`config.mk`:
```
export PLATFORM = sky130hd
export DESIGN_NAME = matrix_scan_ctrl_flat
export DESIGN_NICKNAME = d
export VERILOG_FILES = /design/src/rtl/matrix_scan_ctrl_if.sv /design/src/rtl/matrix_scan_ctrl.sv /design/src/flat_wrapper.sv
export SDC_FILE = /design/constraint.sdc
export NUM_CORES = 1
export LEC_CHECK = 0
export ABC_AREA = 1
export BUFFER_PORTS_ARGS = -buffer_cell sky130_fd_sc_hd__clkbuf_2
export CAP_MARGIN = 20
export CORE_ASPECT_RATIO = 0.7
export CORE_MARGIN = 4
export CORE_UTILIZATION = 43
export DETAILED_ROUTE_END_ITERATION = 10
export SYNTH_ARGS = -nofsm -noshare
export SYNTH_HDL_FRONTEND = slang
export SYNTH_SLANG_ARGS = --single-unit
```
`constraint.sdc`:
```
create_clock -name clk -period 3.3 [get_ports clk]
set_input_delay 0.165 -clock clk [delete_from_list [all_inputs] [get_ports clk]]
set_output_delay 0.165 -clock clk [all_outputs]
set_load 0.01 [all_outputs]
```
`src/rtl/matrix_scan_ctrl_if.sv`:
```
// matrix_scan_ctrl_if: control inputs and display/status outputs of the LED matrix scan controller
interface matrix_scan_ctrl_if;
    logic       en;
    logic [7:0] ch_raw;
    logic [7:0] spot_db;
    logic       sel;
    logic [1:0] col_n;
    logic [3:0] free_cnt;
    logic       full;
    logic       frame_tick;
    modport master (output en, ch_raw, input spot_db, sel, col_n, free_cnt, full, frame_tick);
    modport slave  (input en, ch_raw, output spot_db, sel, col_n, free_cnt, full, frame_tick);
endinterface

```
`src/rtl/matrix_scan_ctrl.sv`:
```
// matrix_scan_ctrl: 2-column LED matrix scanner with blanking, spot switch debounce and free-spot count
module matrix_scan_ctrl #(
    parameter int SCAN_DIV     = 50000,
    parameter int BLANK_CYCLES = 2,
    parameter int DEB_CYCLES   = 16
) (
    input logic               clk,
    input logic               rst,
    matrix_scan_ctrl_if.slave bus
);
    localparam int TMAX = SCAN_DIV > BLANK_CYCLES ? SCAN_DIV : BLANK_CYCLES;
    localparam int TW = TMAX > 1 ? $clog2(TMAX) : 1;
    localparam int CW = $clog2(DEB_CYCLES) + 1;
    localparam logic [TW-1:0] BLANK_LAST = TW'(BLANK_CYCLES - 1);
    localparam logic [TW-1:0] SCAN_LAST = TW'(SCAN_DIV - 1);
    localparam logic [CW-1:0] DEB_LAST = CW'(DEB_CYCLES - 1);
    typedef enum logic [2:0] {IDLE, C0_BLANK, C0_ON, C1_BLANK, C1_ON} state_t;
    state_t state, state_nx;
    logic [TW-1:0] timer, timer_nx;
    logic [7:0] db;
    logic [CW-1:0] cnt [8];
    logic [3:0] free_cnt;
    logic full;
    // scan state and shared phase timer
    always_ff @(posedge clk) begin
        if (rst) begin
            state <= IDLE;
            timer <= '0;
        end else begin
            state <= state_nx;
            timer <= timer_nx;
        end
    end
    // phase sequencing; en low forces IDLE ahead of any timer expiry
    always_comb begin
        state_nx = state;
        timer_nx = timer + 1'b1;
        if (!bus.en) begin
            state_nx = IDLE;
            timer_nx = '0;
        end else begin
            unique case (state)
                IDLE:     begin state_nx = C0_BLANK; timer_nx = '0; end
                C0_BLANK: if (timer == BLANK_LAST) begin state_nx = C0_ON; timer_nx = '0; end
                C0_ON:    if (timer == SCAN_LAST) begin state_nx = C1_BLANK; timer_nx = '0; end
                C1_BLANK: if (timer == BLANK_LAST) begin state_nx = C1_ON; timer_nx = '0; end
                C1_ON:    if (timer == SCAN_LAST) begin state_nx = C0_BLANK; timer_nx = '0; end
                default:  begin state_nx = IDLE; timer_nx = '0; end
            endcase
        end
    end
    assign bus.sel = state == C1_BLANK || state == C1_ON;
    assign bus.col_n = state == C0_ON ? 2'b10 : state == C1_ON ? 2'b01 : 2'b11;
    assign bus.frame_tick = state == C1_ON && timer == SCAN_LAST;
    // per-bit debounce: a bit flips only after DEB_CYCLES consecutive disagreeing samples
    always_ff @(posedge clk) begin
        if (rst) begin
            db <= '0;
            for (int i = 0; i < 8; i++) cnt[i] <= '0;
        end else begin
            for (int i = 0; i < 8; i++) begin
                if (bus.ch_raw[i] == db[i]) cnt[i] <= '0;
                else if (cnt[i] == DEB_LAST) begin
                    db[i] <= bus.ch_raw[i];
                    cnt[i] <= '0;
                end else cnt[i] <= cnt[i] + 1'b1;
            end
        end
    end
    // occupancy status, one cycle behind the debounced switches
    always_ff @(posedge clk) begin
        if (rst) begin
            free_cnt <= 4'd8;
            full <= 1'b0;
        end else begin
            free_cnt <= 4'(8 - $countones(db));
            full <= &db;
        end
    end
    assign bus.spot_db = db;
    assign bus.free_cnt = free_cnt;
    assign bus.full = full;
endmodule

```
`src/flat_wrapper.sv`:
```
// flat-port wrapper written by rule: the top's interface ports become plain ports
module matrix_scan_ctrl_flat 
#(
    parameter int SCAN_DIV     = 50000,
    parameter int BLANK_CYCLES = 2,
    parameter int DEB_CYCLES   = 16
)
  (clk, rst, bus_en, bus_ch_raw, bus_spot_db, bus_sel, bus_col_n, bus_free_cnt, bus_full, bus_frame_tick);
  matrix_scan_ctrl_if bus_i ();
  input logic clk;
  input logic rst;
  input wire logic [$bits(bus_i.en)-1:0] bus_en;
  input wire logic [$bits(bus_i.ch_raw)-1:0] bus_ch_raw;
  output wire logic [$bits(bus_i.spot_db)-1:0] bus_spot_db;
  output wire logic [$bits(bus_i.sel)-1:0] bus_sel;
  output wire logic [$bits(bus_i.col_n)-1:0] bus_col_n;
  output wire logic [$bits(bus_i.free_cnt)-1:0] bus_free_cnt;
  output wire logic [$bits(bus_i.full)-1:0] bus_full;
  output wire logic [$bits(bus_i.frame_tick)-1:0] bus_frame_tick;
  assign bus_i.en = bus_en;
  assign bus_i.ch_raw = bus_ch_raw;
  assign bus_spot_db = bus_i.spot_db;
  assign bus_sel = bus_i.sel;
  assign bus_col_n = bus_i.col_n;
  assign bus_free_cnt = bus_i.free_cnt;
  assign bus_full = bus_i.full;
  assign bus_frame_tick = bus_i.frame_tick;
  matrix_scan_ctrl #(.SCAN_DIV(SCAN_DIV), .BLANK_CYCLES(BLANK_CYCLES), .DEB_CYCLES(DEB_CYCLES)) u_core (.clk(clk), .rst(rst), .bus(bus_i));
endmodule
```
## Word level (Yosys, flattened, before mapping)

Memory sizes are Yosys's and may differ from the RTL's.
Index checks and enable logic that the tools add are counted.
Widths: inputs -> output; s select.

- Memories kept: 1
- Memory bits (writable): 40
- Output and inout bits: 17
- Word-level logic and storage cells: 229
- Register bits after elaboration: 32
- Input bits: 11

Memories:

| name | words | width | read ports | clocked after Yosys merged registers in | write ports | line | source |
|---|---|---|---|---|---|---|---|
| u_core.cnt | 8 | 5 | 8 | 0 | 8 | matrix_scan_ctrl.sv:21 | `logic [CW-1:0] cnt [8];` |

- Multiplexer cells: 124
- Reduce and logical (&&, ||, !) cells: 16
- Bitwise logic cells: 33
- Eq/ne operators: 26
- $add $sub $neg: 17

Operator list:

| kind | count |
|---|---|
| $mux 5 | 24 |
| $mux 1 | 90 |
| $add 5x1->5 const B | 8 |
| $eq 5x4->1 const B | 8 |
| $mux 16 | 2 |
| $pmux 16 s2 | 1 |
| $or 1x1->1 | 24 |
| $add 16x1->16 const B | 1 |
| $eq 16x1->1 const B | 1 |
| $eq 16x16->1 const B | 1 |
| $reduce_and 2->1 | 8 |
| $pmux 3 s5 | 1 |
| $add 4x4->4 | 3 |
| $mux 3 | 4 |
| $not 1->1 | 9 |
| $add 1x1->2 | 4 |
| $eq 1x1->1 | 8 |
| $ne 2x1->1 const B | 4 |
| $reduce_and 8->1 | 1 |
| $eq 3x2->1 const B | 2 |
| $reduce_or 2->1 | 3 |
| $mux 2 | 2 |
| $reduce_and 4->1 | 1 |
| $sub 4x4->4 const A | 1 |
| 5 further kinds | 5 |

## Longest topological paths before layout

Gate-level depths: netlist (run 1).
An unclocked memory read counts as a cell.

- Depth after elaboration: 8
- Depth in mapped cells: 10
- Mapped depth without buffers: 10

## Worst setup path after synthesis (run 1)

Ideal clock, no wire load.

- Path kind: register to register
- Start: register u_core.db[7], in the netlist u_core.bus.spot_db[7]
- End: register u_core.free_cnt[3], in the netlist u_core.bus.free_cnt[3]
- Path buffers: 0
- Data arrival time: 2.212 ns
- Path slack: 0.970 ns
- Setup time: 0.118 ns
- Clock period less this slack: 2.330 ns
- Stages on the path, launching flop included: 9
- Required time: 3.182 ns
- Path through: dfxtp_1 ha_1 fa_1 inv_1 fa_1 ha_1 ha_1 xnor2_1 nand2_1

- Word-level cells in the longest chain between the ends: 4

Ends and longest elaborated chain:

| item | line | source |
|---|---|---|
| from (decl) | matrix_scan_ctrl.sv:20 | `logic [7:0] db;` |
| from (signal, indexed assignment) | matrix_scan_ctrl.sv:64 | `db[i] <= bus.ch_raw[i];` |
| $add 1x1->2 (not written as such) | matrix_scan_ctrl.sv:76 | `free_cnt <= 4'(8 - $countones(db));` |
| $add 4x4->4 (not written as such) (2 in series) | matrix_scan_ctrl.sv:76 |  |
| $sub 4x4->4 | matrix_scan_ctrl.sv:76 |  |
| to (signal assigned) | matrix_scan_ctrl.sv:76 |  |
| to (decl) | matrix_scan_ctrl.sv:22 | `logic [3:0] free_cnt;` |

No other way between the ends.
A chain may end at the register's enable or synchronous reset.

## Worst setup path in the final report (run 1)

Ends and elaborated chain as after synthesis.

==> results.sh, run 1 <==
export IMPL_status="complete, no violations"
export IMPL_cts_root_buf="clkbuf_16"
export IMPL_synthFlopType="edfxtp_1"
export IMPL_muxShareOfSynthArea_pct=0
export IMPL_synth_common_cells="81 x nor2_1, 57 x inv_1, 40 x edfxtp_1, 35 x nand2_1, 32 x dfxtp_1"
export IMPL_clockBufferDepth=2
export IMPL_drive_above_1_share_pct=11.35
export IMPL_r2r_slack_ns=0.86
export IMPL_clk_pin_slew_ns=0.06
export IMPL_leakage_nw=1.842
export IMPL_io_pins=28
export IMPL_maxCapViolCount=0
export IMPL_drt_iter0_drc=132
export IMPL_finalHoldViolations=0
export IMPL_num_rows=27
export IMPL_synth_enable_flop_cells=40
export IMPL_vias_per_cell=4.637
export IMPL_hold_path_class="in2reg"
export IMPL_p_comb_share_pct=6.2
export IMPL_worst_ep_required_time_ns=3.50
export IMPL_fmax_mhz=409.2
export IMPL_synth_top_area_share_pct=33.21
export IMPL_yosys_warnings=0
export IMPL_gp_congestion=0.8338
export IMPL_dp_slack_ns=0.8624
export IMPL_nFillCells=752
export IMPL_async_flop_share_pct=0
export IMPL_setup_ws_ns=0.8562
export IMPL_setup_viol=0
export IMPL_synth_compound_area_share_pct=9.063
export IMPL_criticalPathCategory="reg2reg"
export IMPL_wl_mm=6.527
export IMPL_synth_area_leaders="edfxtp_1 33%, dfxtp_1 18%, ha_1 9.0%, nor2_1 8.4%, inv_1 5.9%"
export IMPL_finalSetupTns_ns=0
export IMPL_cp_data_arrival_time_ns=2.64
export IMPL_p_sw_share_pct=22.31
export IMPL_peakVddDrop_uv=373.7
export IMPL_powerDensity_nw_per_um2=484.2
export IMPL_cts_inserted_buffers=9
export IMPL_ant_nets=0
export IMPL_synthAdderAreaFrac_pct=10.65
export IMPL_fin_skew_ns=0.007032
export IMPL_dr_pass1_iters=4
export IMPL_routedWlPerCell_um=11.49
export IMPL_vias=2634
export IMPL_die_w_um=117.6
export IMPL_hold_ws_ns=0.08034
export IMPL_nets=502
export IMPL_worstMarginPinSlew_ns=0.6128
export IMPL_ys_seq_area_share_pct=50.92
export IMPL_synthesis_area_um2=3617
export IMPL_start_util_pct=44.99
export IMPL_die_height_um=84.74
export IMPL_fin_crit_sh_pct=74.05
export IMPL_rsz0062_at_grt="no"
export IMPL_syn_area_per_cell_um2=9.347
export IMPL_detail_route_drc_violations=0
export IMPL_grt_pass1_vias=2513
export IMPL_numPortBuffers=27
export IMPL_synthToLayoutAreaGrowth_pct=18.75
export IMPL_htree_levels=3
export IMPL_yosys_cell_count_top_type="nor2_1"
export IMPL_post_cts_resized=0
export IMPL_power_frac_clock_pct=45.5
export IMPL_worst_setup_path_start_kind="flip-flop"
export IMPL_synth_xor_area_share_pct=3.632
export IMPL_power_switching_mw=0.4639
export IMPL_cts_tree="yes"
export IMPL_synth_seq_cells=72
export IMPL_hold_buffers=0
export IMPL_n_antenna_cell=0
export IMPL_cp_max_fo=5
export IMPL_clkSinkCount=72
export IMPL_antenna_found_initial=0
export IMPL_cellInternalPower_mw=1.616
export IMPL_clock_latency_ns=0.33
export IMPL_yosys_area_share_simple_pct=19.16
export IMPL_slew_headroom_pct=59.10
export IMPL_slew_viol_final=0
export IMPL_synthCells=387
export IMPL_post_cts_setup_buffers=0
export IMPL_end_kind="flip-flop"
export IMPL_p_seq_share_pct=48.3
export IMPL_core_area_um2=8040
export IMPL_grt_usage_pct=14.41
export IMPL_yosysTopAreaCell="edfxtp_1"
export IMPL_grt_pass1_wl_mm=11.45
export IMPL_synth_top_family_by_area="simple AND/OR/NAND/NOR gates"
export IMPL_synth_cell_types=28
export IMPL_grt_max_degree=18
export IMPL_grt_remaining_overflow=0
export IMPL_min_period_ns=2.444
export IMPL_dp_hpwl_mm=4.903
export IMPL_dieArea_um2=9967
final timing paths:
kind | start | depth (start not counted) | to
worst max-delay path | u_core.bus.spot_db[7] | 10 | u_core.bus.free_cnt[3]
worst min-delay path | rst | 2 | u_core.bus.free_cnt[1]
worst max register to register | u_core.bus.spot_db[7] | 10 | u_core.bus.free_cnt[3]
worst min register to register | u_core.timer[0] | 1 | u_core.timer[0]
power by group through the flow:
stage	combinational (mW)	clock (mW)	sequential (mW)
after floorplan	0.0962	0	1.02
after global placement	0.125	0	1.02
after detailed placement	0.129	0	1.02
after CTS	0.130	0.970	1.01
after global routing	0.153	1.02	1.01
final	0.129	0.945	1.01
worst max-delay path, stage by stage (launching register included):
cell and delay (ns):
dfxtp_1 0.37, ha_1 0.25, fa_1 0.54, inv_1 0.05, fa_1 0.42, inv_1 0.07, ha_1 0.22, inv_1 0.06
ha_1 0.15, xnor2_1 0.11, nand2_1 0.06
flip-flops by register name, indices dropped and copies added, names as in the netlist:
name and flops:
u_core.cnt 40, u_core.timer 16, u_core.bus.spot_db 8, u_core.bus.free_cnt 4, u_core.state 3, u_core.bus.full 1
per-layer routing:
layer  GRT usage [%]  routed length, um  vias up
met5               0                  0        -
met4           5.426                107        0
met3           5.118                354        9
met2           22.78               2830       57
met1           18.28               3234     1171
li1                -                  -     1397
cell families after synthesis:
family	count (synthesis)
flops	72
fa+ha+maj	29
simple gates	157
buf+inv	59
xor+xnor	15
other cells	1
compound gates	54
through the flow:
step           util [%]  cells  instance area [um2]  power (mW)
5_1_grt           53.42    568                 4295       2.181
4_1_cts           53.42    568                 4295       2.106
6_report          53.42    568                 4295       2.080
2_1_floorplan         -    426                 3764       1.117
3_3_place_gp      49.81    552                 4005       1.148
3_5_place_dp      49.81    552                 4005       1.153
final cells by class:
class / instances / area (um2) / share of cell area, %
inverter: 57 / 214.0 / 4.981
timing repair buffer: 27 / 135.1 / 3.146
tap: 101 / 126.4 / 2.942
sequential: 72 / 1842 / 42.88
multi-input combinational: 295 / 1688 / 39.30
clock buffer: 10 / 229.0 / 5.331
clock inverter: 6 / 61.31 / 1.427
layout by cell type (no fill, tap or decap):
master      count
nor2_1         81
inv_1          57
edfxtp_1       40
conb_1         40
nand2_1        35
dfxtp_1        32
a21oi_1        28
clkbuf_2       27
ha_1           26
nand3_1        20
xor2_1         11
o21ai_0         9
clkbuf_16       9
o21bai_1        8
o211ai_1        7
nor3b_1         7
xnor2_1         4
nor3_1          3
fa_1            3
clkinv_2        3
nand2_2         2
or2_2           2
nand2_4         2
nor3_2          2
nand4_1         1
nand3_2         1
nor4_1          1
o211ai_4        1
a21oi_2         1
clkbuf_1        1
clkinvlp_4      1
clkinv_4        1
bufinv_16       1
No activity file was read; power rests on OpenSTA's default activity.
==> run 2, diff against run 1 <==
--- a/config.mk
+++ b/config.mk
@@ -5,7 +5,7 @@
 export SDC_FILE = /design/constraint.sdc
 export NUM_CORES = 1
 export LEC_CHECK = 0
-export ABC_AREA = 1
+export ABC_AREA = 0
 export BUFFER_PORTS_ARGS = -buffer_cell sky130_fd_sc_hd__clkbuf_2
 export CAP_MARGIN = 20
 export CORE_ASPECT_RATIO = 0.7
==> constraint.sdc (replaced) <==
create_clock -name clk -period 2.1 [get_ports clk]
set_input_delay 0.105 -clock clk [delete_from_list [all_inputs] [get_ports clk]]
set_output_delay 0.105 -clock clk [all_outputs]
set_load 0.01 [all_outputs]
==> run 2 against run 1 <==
Effect of this change:
- the run now ends with negative setup slack left
- synthesized cell count decreased by 14%
- highest routed layer unchanged
- power increased by 53%
- non-clock buffer count increased by 23
==> results.sh, run 2 <==
export IMPL_vias_per_cell=4.542
export IMPL_r2r_end="u_core.bus.free_cnt[2]"
export IMPL_finalHoldViolations=0
export IMPL_cts_inserted_buffers=9
export IMPL_core_area_um2=7939
export IMPL_ant_nets=0
export IMPL_final_cell_mix="72 x nor2_1, 40 x edfxtp_1, 40 x conb_1"
export IMPL_mostFrequentLayoutCell="nor2_1"
export IMPL_clk_pin_slew_ns=0.05
export IMPL_peakVddDrop_uv=477.3
export IMPL_synth_enable_flop_cells=40
export IMPL_fin_skew_ns=0.003648
export IMPL_clockBufferDepth=2
export IMPL_fin_cells=530
export IMPL_gp_congestion=0.7728
export IMPL_end_kind="flip-flop"
export IMPL_drt_iter0_drc=107
export IMPL_synthFlopType="edfxtp_1"
export IMPL_numPortBuffers=27
export IMPL_ys_seq_area_share_pct=51.98
export IMPL_criticalPathCategory="reg2reg"
export IMPL_cp_slowest_stage_delay_ns=0.55
export IMPL_fmax_mhz=456.1
export IMPL_violations="negative setup slack"
export IMPL_num_rows=27
export IMPL_grt_pass1_vias=2244
export IMPL_synthCells=331
export IMPL_leakage_nw=1.857
export IMPL_worstHoldEndpoint="u_core.bus.spot_db[0]"
export IMPL_antenna_found_initial=0
export IMPL_holdPathStages=3
export IMPL_min_delay_start="bus_ch_raw[0]"
export IMPL_die_w_um=116.5
export IMPL_synthesis_area_um2=3543
export IMPL_hold_buffers=0
export IMPL_power_mw=3.179
export IMPL_crit_chain="ha_4, fa_1, inv_2, fa_2, ha_4, ha_4, nor2b_1"
export IMPL_wl_mm=5.888
export IMPL_powerDensity_nw_per_um2=711.7
export IMPL_yosys_cell_count_top_type="nor2_1"
export IMPL_worst_setup_path_start_kind="flip-flop"
export IMPL_worst_ep_required_time_ns=2.32
export IMPL_clkSinkCount=72
export IMPL_synth_area_leaders="edfxtp_1 34%, dfxtp_1 18%, ha_1 9.2%, nor2_1 7.6%, xnor2_1 7.2%"
export IMPL_dp_hpwl_mm=4.485
export IMPL_rsz0062_at_grt="yes"
export IMPL_maxCapViolCount=0
export IMPL_clock_latency_ns=0.33
export IMPL_grt_pass1_wl_mm=10.09
export IMPL_dr_pass1_iters=4
export IMPL_grt_remaining_overflow=0
export IMPL_cts_tree="yes"
export IMPL_syn_area_per_cell_um2=10.71
export IMPL_yosys_warnings=0
export IMPL_detail_route_drc_violations=0
export IMPL_r2r_cells=7
export IMPL_vias=2407
export IMPL_slowest_stage="fa_2"
export IMPL_cp_max_fo=2
export IMPL_die_height_um=83.95
export IMPL_dp_cells=513
export IMPL_htree_levels=3
export IMPL_nets=464
export IMPL_path_common_cell="ha_4"
export IMPL_synthToLayoutAreaGrowth_pct=26.06
export IMPL_dieArea_um2=9780
export IMPL_yosysTopAreaCell="edfxtp_1"
export IMPL_largest_reg_flops=40
export IMPL_fin_crit_sh_pct=104.4
export IMPL_drive_above_1_share_pct=19.58
export IMPL_status="finished, violations left"
export IMPL_async_flop_share_pct=0
export IMPL_synth_common_cells="72 x nor2_1, 40 x edfxtp_1, 32 x dfxtp_1, 29 x xnor2_1, 28 x inv_1"
export IMPL_grt_max_degree=22
export IMPL_nFillCells=702
export IMPL_n_antenna_cell=0
export IMPL_setup_ws_ns=-0.09247
export IMPL_setup_viol=2
export IMPL_regMostFlops="u_core.cnt"
export IMPL_synth_top_area_share_pct=33.90
export IMPL_synth_cell_types=32
export IMPL_grt_usage_pct=13.29
export IMPL_slew_viol_final=0
export IMPL_reg2reg_from="u_core.bus.spot_db[5]"
export IMPL_start_util_pct=44.63
export IMPL_min_period_ns=2.192
export IMPL_synth_seq_cells=72
export IMPL_routedWlPerCell_um=11.11
export IMPL_cp_data_arrival_time_ns=2.41
export IMPL_io_pins=28
export IMPL_r2r_slack_ns=-0.09
export IMPL_cts_root_buf="clkbuf_16"
export IMPL_hold_path_class="in2reg"
export IMPL_hold_ws_ns=0.05128
## run 2: where the power goes
group,total [mW],switching [mW],internal (mW),leakage [nW]
clock network,1.44,0.533,0.906,0.138
logic,0.166,0.0913,0.0749,1.04
registers,1.57,0.0315,1.54,0.674
total,3.18,0.656,2.52,1.86
## run 2: cells by family after synthesis
kind of cell	share of synthesized area, %
AO/OA/AOI/OAI	1.024
XOR/XNOR	9.887
adder cells (fa/ha/maj)	10.88
buffers and inverters	4.237
flip-flops	51.98
multiplexers	2.260
other	0.1058
AND/OR/NAND/NOR	19.63
## run 2: per-layer routing
layer	part of all wire, %	global-route usage (%)	vias to the layer above
li1	-	-	1274
met1	51	17.88	1096
met2	43	19.11	30
met3	4.4	5.507	7
met4	1.3	4.636	0
met5	0	0	-
## run 2: cell type report
class / count / area (um2) / share of cell area [%]
sequential: 72 / 1859 / 41.62
multi-input combinational: 263 / 1773 / 39.69
timing repair buffer: 50 / 320.3 / 7.171
clock buffer: 11 / 232.7 / 5.210
tap: 101 / 126.4 / 2.829
inverter: 28 / 107.6 / 2.409
clock inverter: 5 / 47.55 / 1.064
## run 2: repair_timing
item	4_1_cts	5_1_grt
setup buffers	1	0
endpoints found under the setup margin	3	9
pin swaps	2	2
gates resized for setup	4	1
## run 2: worst max-delay path, delay by kind of cell (launching register included)
| kind | cells | cell delay (ns) |
|---|---|---|
| adders and majority gates | 5 | 1.57 |
| DFF | 1 | 0.35 |
| and+or+nand+nor | 1 | 0.12 |
| buffers and inverters | 1 | 0.04 |
## run 2: worst max-delay path by stage
stage                               start                     end  depth (start not counted)
finish              u_core.bus.spot_db[5]  u_core.bus.free_cnt[2]                          7
floorplan           u_core.bus.spot_db[5]  u_core.bus.free_cnt[2]                          9
global route        u_core.bus.spot_db[5]  u_core.bus.free_cnt[2]                          7
CTS                 u_core.bus.spot_db[7]  u_core.bus.free_cnt[2]                          7
global placement    u_core.bus.spot_db[5]  u_core.bus.free_cnt[2]                          9
detailed placement  u_core.bus.spot_db[5]  u_core.bus.free_cnt[2]                          9
## run 2: per-stage QoR
step           area, um2  util [%]  TNS (ns)  setup WS, ns
2_1_floorplan       3762         -   -0.1342      -0.08222
3_3_place_gp        4156     52.36   -0.1504      -0.09001
3_5_place_dp        4156     52.36   -0.2156       -0.1135
4_1_cts             4464     56.23   -0.1861       -0.1022
5_1_grt             4467     56.26   -0.3312       -0.1639
6_report            4467     56.26   -0.1672      -0.09247
